--- config.mk ---
export PLATFORM = sky130hd
export DESIGN_NAME = jpeg_coef_block_builder_flat
export DESIGN_NICKNAME = d
export VERILOG_FILES = /design/src/rtl/jpeg_coef_block_builder_if.sv /design/src/rtl/jpeg_coef_block_builder.sv /design/src/flat_wrapper.sv
export SDC_FILE = /design/constraint.sdc
export NUM_CORES = 1
export LEC_CHECK = 0
export CORE_AREA = 2 2 413 415
export DETAILED_ROUTE_END_ITERATION = 10
export DIE_AREA = 0 0 415 417
export PLACE_DENSITY = 0.52
export SLEW_MARGIN = 15
export SYNTH_ARGS = -nofsm -noshare
export SYNTH_HDL_FRONTEND = slang
export SYNTH_SLANG_ARGS = --single-unit
--- constraint.sdc ---
create_clock -name clk -period 9.25 [get_ports clk]
set_clock_uncertainty 0.1 [all_clocks]
set_input_delay 2.3125 -clock clk [delete_from_list [all_inputs] [get_ports clk]]
set_output_delay 2.3125 -clock clk [all_outputs]
set_load 0.02 [all_outputs]
--- src/rtl/jpeg_coef_block_builder_if.sv ---
// rtl/jpeg_coef_block_builder_if.sv - symbol and block handshake bundle for jpeg_coef_block_builder
interface jpeg_coef_block_builder_if #(
    parameter int WIDTH = 16
);
    logic                  sym_valid;
    logic                  sym_ready;
    logic [3:0]            sym_run;
    logic [WIDTH-1:0]      sym_level;
    logic                  sym_eob;
    logic                  blk_valid;
    logic                  blk_ready;
    logic [WIDTH*64-1:0]   zz_out_flat;
    logic                  blk_err;
    logic                  dc_restart;

    modport master (
        output sym_valid, sym_run, sym_level, sym_eob, blk_ready, dc_restart,
        input  sym_ready, blk_valid, zz_out_flat, blk_err
    );

    modport slave (
        input  sym_valid, sym_run, sym_level, sym_eob, blk_ready, dc_restart,
        output sym_ready, blk_valid, zz_out_flat, blk_err
    );
endinterface

--- src/rtl/jpeg_coef_block_builder.sv ---
// rtl/jpeg_coef_block_builder.sv - run/level symbols to 64-coefficient zigzag block assembler
// Optional differential DC decode enabled by defining JPEG_DC_PRED_EN.
module jpeg_coef_block_builder #(
    parameter int WIDTH     = 16,
    parameter int BLOCK_LEN = 64
) (
    input  logic                        clk,
    input  logic                        rst,
    jpeg_coef_block_builder_if.slave    bus
);
    typedef enum logic {FILL, OUT} state_t;

    state_t           state;
    logic [WIDTH-1:0] coef [BLOCK_LEN];
    logic [6:0]       idx;
    logic             blk_err_q;
    logic             sym_ready_q;
    logic             blk_valid_q;
    logic [6:0]       pos;
    logic [WIDTH-1:0] wr_val;
    logic             sym_acc;

    assign sym_acc = bus.sym_valid && sym_ready_q;
    // idx never exceeds 63 while filling, so idx+15 still fits in 7 bits
    assign pos     = idx + {3'b000, bus.sym_run};

`ifdef JPEG_DC_PRED_EN
    logic [WIDTH-1:0] dc_pred;
    assign wr_val = (idx == 7'd0) ? dc_pred + bus.sym_level : bus.sym_level;
`else
    assign wr_val = bus.sym_level;
`endif

    always_ff @(posedge clk) begin
        if (rst) begin
            state       <= FILL;
            idx         <= 7'd0;
            blk_err_q   <= 1'b0;
            sym_ready_q <= 1'b1;
            blk_valid_q <= 1'b0;
            for (int k = 0; k < BLOCK_LEN; k++) coef[k] <= '0;
`ifdef JPEG_DC_PRED_EN
            dc_pred     <= '0;
`endif
        end else begin
            case (state)
                FILL: begin
                    if (sym_acc) begin
                        if (bus.sym_eob) begin
`ifdef JPEG_DC_PRED_EN
                            if (idx == 7'd0) coef[0] <= dc_pred;
`endif
                            state       <= OUT;
                            sym_ready_q <= 1'b0;
                            blk_valid_q <= 1'b1;
                        end else if (pos > 7'd63) begin
                            blk_err_q   <= 1'b1;
                            state       <= OUT;
                            sym_ready_q <= 1'b0;
                            blk_valid_q <= 1'b1;
                        end else begin
                            coef[pos[5:0]] <= wr_val;
                            idx            <= pos + 7'd1;
                            if (pos == 7'd63) begin
                                state       <= OUT;
                                sym_ready_q <= 1'b0;
                                blk_valid_q <= 1'b1;
                            end
                        end
                    end
                end
                OUT: begin
                    if (bus.blk_ready) begin
                        for (int k = 0; k < BLOCK_LEN; k++) coef[k] <= '0;
                        idx         <= 7'd0;
                        blk_err_q   <= 1'b0;
                        state       <= FILL;
                        sym_ready_q <= 1'b1;
                        blk_valid_q <= 1'b0;
`ifdef JPEG_DC_PRED_EN
                        dc_pred     <= coef[0];
`endif
                    end
                end
            endcase
`ifdef JPEG_DC_PRED_EN
            // restart placed last so it overrides a coincident handshake update
            if (bus.dc_restart) dc_pred <= '0;
`endif
        end
    end

    assign bus.sym_ready = sym_ready_q;
    assign bus.blk_valid = blk_valid_q;
    assign bus.blk_err   = blk_err_q;

    for (genvar g = 0; g < BLOCK_LEN; g++) begin : g_flat
        assign bus.zz_out_flat[WIDTH*g +: WIDTH] = coef[g];
    end
endmodule

--- src/flat_wrapper.sv ---
// flat-port wrapper written by rule: the top's interface ports become plain ports
module jpeg_coef_block_builder_flat 
#(
    parameter int WIDTH     = 16,
    parameter int BLOCK_LEN = 64
)
  (clk, rst, bus_sym_valid, bus_sym_run, bus_sym_level, bus_sym_eob, bus_blk_ready, bus_dc_restart, bus_sym_ready, bus_blk_valid, bus_zz_out_flat, bus_blk_err);
  jpeg_coef_block_builder_if #(.WIDTH(WIDTH)) bus_i ();
  input  logic clk;
  input  logic rst;
  input wire logic [$bits(bus_i.sym_valid)-1:0] bus_sym_valid;
  input wire logic [$bits(bus_i.sym_run)-1:0] bus_sym_run;
  input wire logic [$bits(bus_i.sym_level)-1:0] bus_sym_level;
  input wire logic [$bits(bus_i.sym_eob)-1:0] bus_sym_eob;
  input wire logic [$bits(bus_i.blk_ready)-1:0] bus_blk_ready;
  input wire logic [$bits(bus_i.dc_restart)-1:0] bus_dc_restart;
  output wire logic [$bits(bus_i.sym_ready)-1:0] bus_sym_ready;
  output wire logic [$bits(bus_i.blk_valid)-1:0] bus_blk_valid;
  output wire logic [$bits(bus_i.zz_out_flat)-1:0] bus_zz_out_flat;
  output wire logic [$bits(bus_i.blk_err)-1:0] bus_blk_err;
  assign bus_i.sym_valid = bus_sym_valid;
  assign bus_i.sym_run = bus_sym_run;
  assign bus_i.sym_level = bus_sym_level;
  assign bus_i.sym_eob = bus_sym_eob;
  assign bus_i.blk_ready = bus_blk_ready;
  assign bus_i.dc_restart = bus_dc_restart;
  assign bus_sym_ready = bus_i.sym_ready;
  assign bus_blk_valid = bus_i.blk_valid;
  assign bus_zz_out_flat = bus_i.zz_out_flat;
  assign bus_blk_err = bus_i.blk_err;
  jpeg_coef_block_builder #(.WIDTH(WIDTH), .BLOCK_LEN(BLOCK_LEN)) u_core (.clk(clk), .rst(rst), .bus(bus_i));
endmodule
# After elaboration in Yosys (flattened, before gate mapping)
# Memories as Yosys holds them, arrays and structs flattened.
# Index checks and enable logic that the tools add are counted.
[word_totals] reg_bits=11 ramBits=1024 output_inout_bits=1027 elab_cells=192 n_memories=1
[mem_list] name="u_core.coef" words=64 width=16 rd=64 rd_ports_with_merged_regs=0 wr=64 line="jpeg_coef_block_builder.sv:14" text="logic [WIDTH-1:0] coef [BLOCK_LEN];"
[classes] addsub=2 n_lt_le_gt_ge=1 eq_ne=7 mux=106 n_bitwise=65 n_reduce_logical=5
[ops] operator="$mux 16" n=65
[ops] operator="$or 1x1->1" n=64
[ops] operator="$mux 1" n=31
[ops] operator="$mux 7" n=4
[ops] operator="$reduce_or 16->1" n=1
[ops] operator="$pmux 7 s2" n=1
[ops] operator="$pmux 1 s2" n=4
[ops] operator="$reduce_and 4->1" n=2
[ops] operator="$add 7x1->7 const B" n=1
[ops] operator="$add 7x4->7" n=1
[ops] operator="$eq 7x6->1 const B" n=1
[ops] operator="$gt 7x6->1 const B" n=1
[ops] operator="$mux 6" n=1
[ops] operator="$ne 2x2->1 const B" n=3
[ops] operator="$ne 2x1->1 const B" n=2
[ops] operator="$ne 4x2->1 const B" n=1
[ops] operator="$reduce_and 3->1" n=1
[ops] operator="$logic_and 1x1->1" n=1
[ops] operator="$not 1->1" n=1

# Logic depth before layout (Yosys ltp)
[depth] ltp_word=10 depth_mapped=12

# Worst setup path after synthesis
# Ideal clock, no wire load.
[synth_timing] path_kind="input port to flip-flop" startpoint="input port bus_sym_run[0]" endpoint="memory u_core.coef[29][0] (enable)" setup_ps=411 arrival_time_ps=5582 required_ps=8739 slack_ps=3157 cell_stages=10 n_path_buf=2 path_cell_list="ha_1 fa_1 a211oi_2 nor3b_1 or4b_4 nor2_1 nand2b_1 clkbuf_1 buf_2 o21ai_0"
[synth_rtl] item="from (decl)" line="flat_wrapper.sv:12" text="input wire logic [$bits(bus_i.sym_run)-1:0] bus_sym_run;"
[synth_rtl] item="to (decl)" line="jpeg_coef_block_builder.sv:14"

==> results.yml <==
run_status:
  status: "finished, final reports clean"
timing:
  tightest_slew_ns: 1.22
  post-route-min-period_ns: 6.42
  maxSlewViolCount: 0
  fin_tns_setup_ns: 0
  setup_viol: 0
  hold_viol_final: 0
  fin_crit_sh_pct: 69.4
  max_freq_ghz: 0.156
  max_slew_margin_pct: 18.2
  rsz0062_at_grt: "false"
synthesis:
  synth_top_flop_cell: "edfxtp_1"
  synth-edff-count: 1024
  ys_ff_latch: 1035
  netlist.area_leader.share_pct: 82.8
  yosysMostFrequentCell: "edfxtp_1"
  ys_warn_count: 0
  yosys-top-cells-count: "1,024 x edfxtp_1, 1,021 x nor2_1, 114 x clkbuf_1, 98 x nand2_1, 73 x buf_2"
  postSynthCellCount: 2512
  async_flop_share_pct: 0
  syn_avg_cell_area_um2: 14.8
  yosysSeqAreaShare_pct: 83.4
  syn_nets: 2544
  yosysTopAreaCell: "edfxtp_1"
  ys_types: 47
  synth.area.top_cells: "edfxtp_1 83%, nor2_1 10%, clkbuf_1 1.2%, nand2_1 0.99%, buf_2 0.98%"
  syn_area_um2: 37100
clock_network:
  cts_tree: "done"
  cts_resized: 0
  clock_path_buffers: 3
  clk_pin_slew_ns: 0.06
  cts_sinks: 1035
  holdBufCountCts: 0
  worstSkewPairLatency_ns: 0.77
  htree_levels: 3
  root_buffer: "clkbuf_16"
  post_cts_buffers: 0
  cts_buffers: 113
global_routing:
  grt_usage_pct: 19.2
  antenna_found_initial: 5
  grt_overflow_total: 0
  grt_max_degree: 65
  first_global_vias: 24400
  grt_pass1_wl_um: 224000
critical_path:
  critPathBufInv: 2
  path_class: "in2reg"
  worstPathRequired_ns: 9.53
  cpPeakStageDelay_ns: 0.92
  rr_worst_depth: 9
  cp_cell_sequence: "clkdlybuf4s50_1 > ha_1 > fa_1 > a211oi_2 > nor3b_1 > nor2b_1 > nand4_1 > or2_4 > buf_4 > o21ai_2"
  worst-path-stages: 10
  crit_path_top_delay_cell: "o21ai_2"
  crit_path_end_kind: "flip-flop"
  crit_family: "simple AND/OR/NAND/NOR gates"
  crit_path_start_kind: "input pin"
  arrival_ns: 6.70
  ff2ff_setup_slack_ns: 4.48
  critical_path.max_fanout: 35
routing:
  drtIter0Drc: 2027
  dr.pass1.iters: 6
  wl_met2_um: 92000
  maxUsedRoutingLayer: "met4"
  drc_errors: 0
  drtAntennaViolNets: 0
  routed_via_density: 4.22
  postRouteWirelength_um: 172000
  wl_met1_um: 62300
  dr_wl_met3_um: 11900
  vias: 24900
  wl_per_cell_um: 29.1
floorplan:
  io_pins: 1053
  die_height_um: 417
  start_util_pct: 22.0
  die_w_um: 415
  core_um2: 169000
  dieArea_um2: 173000
  fp-row-count: 151
finish:
  area_delta_synth_final_pct: 46.3
  num-nets-final: 3611
  final_cell_area_um2: 54300
  drive_gt1_share_pct: 9.42
power_and_ir_drop:
  powerDensity_nw_per_um2: 208
  static-leakage-power_nw: 18.0
  vdd_drop_max_v: 0.000161
placement:
  hpwl_um: 119000
  gp_congestion: 0.794
  placed_cell_area_um2: 50700
  io_buffers: 1051
min_path:
  holdPathStages: 2
  min_path_type: "reg2reg"
job:
  maxCapViolCount: 0
==> metrics by stage <==
stage | power [mW] | hold WS, ns | utilization (%) | worst slack (ns) | instances
2_1_floorplan | 6.10 | 0.338 | - | 3.16 | 2512
3_3_place_gp | 6.96 | 0.353 | 30.1 | 2.08 | 5682
3_5_place_dp | 6.97 | 0.346 | 30.1 | 2.06 | 5682
4_1_cts | 11.5 | 0.354 | 32.2 | 2.90 | 5890
5_1_grt | 11.6 | 0.372 | 32.2 | 2.60 | 5892
6_report | 11.3 | 0.354 | 32.2 | 2.83 | 5896
==> where the power goes <==
part | switching [mW] | internal [mW] | total (mW)
Sequential | 0.0694 | 5.39 | 5.46
Clock | 1.97 | 2.51 | 4.48
Combinational | 0.939 | 0.445 | 1.38
Total | 2.98 | 8.34 | 11.3
==> cells by family after synthesis <==
kind of cell | Yosys count | share of synthesized area (%)
mux | 3 | 0.0809
buf+inv | 195 | 2.34
simple gates | 1176 | 12.4
fa+ha+maj | 6 | 0.222
flops | 1035 | 83.4
compound gates | 92 | 1.42
xor+xnor | 5 | 0.138
==> flip-flops by register name, summed over array words and instances, names as in the netlist <==
register,flops
u_core.idx,7
u_core.bus.blk_valid,1
u_core.bus.sym_ready,1
u_core.state,1
u_core.coef,1024
u_core.bus.blk_err,1
==> worst register-to-register path, stage by stage (launching register included) <==
cell and delay, ns:
dfxtp_1 0.32, ha_1 0.22, fa_1 0.47, a211oi_2 0.38
nor3b_1 0.13, nor2b_1 0.53, nand4_1 0.34, or2_4 0.51
buf_4 0.37, o21ai_2 1.00
==> worst paths after layout <==
path,to,from
min reg2reg,u_core.bus.blk_valid,u_core.bus.blk_valid
max,u_core.coef[56][7],bus_sym_run[0]
max reg2reg,u_core.coef[56][7],u_core.idx[0]
min,u_core.bus.blk_valid,u_core.bus.blk_valid
==> area by class of cell <==
type | count | area (um2)
tap | 2218 | 2780
multi-input combinational | 1282 | 5690
fill | 16700 | 114000
sequential | 1035 | 31000
clock inverter | 75 | 684
inverter | 1 | 3.75
clock buffer | 133 | 2950
antenna | 6 | 15.0
timing repair buffer | 1146 | 11200
==> layer usage <==
layer  GRT usage, %  vias to the layer above
li1               -                    10800
met1           21.2                    12800
met4           6.71                        0
met3           4.82                      213
met2           35.4                     1070
met5              0                        -
==> cells in the final DEF, fill, tap and decap left out, drive strengths merged, types with 2 or more instances in the layout <==
cell type and count:
xnor2 4, diode 6, a211oi 3, inv 7, dfxtp 11, or2 3
clkdlybuf4s50 1051, bufinv 8, and2 17, edfxtp 1024, mux2i 3, buf 95
clkinv 56, nor2 1023, nand3b 2, nand2 98, or3 5, o21ai 65
nand4 3, nand2b 8, a21o 2, o21bai 4, nor3 6, ha 5
clkinvlp 5, o22ai 4, clkbuf 133, a21oi 5, nor2b 4, o31ai 2
o21a 2
Power figures use the tool's default switching activity.
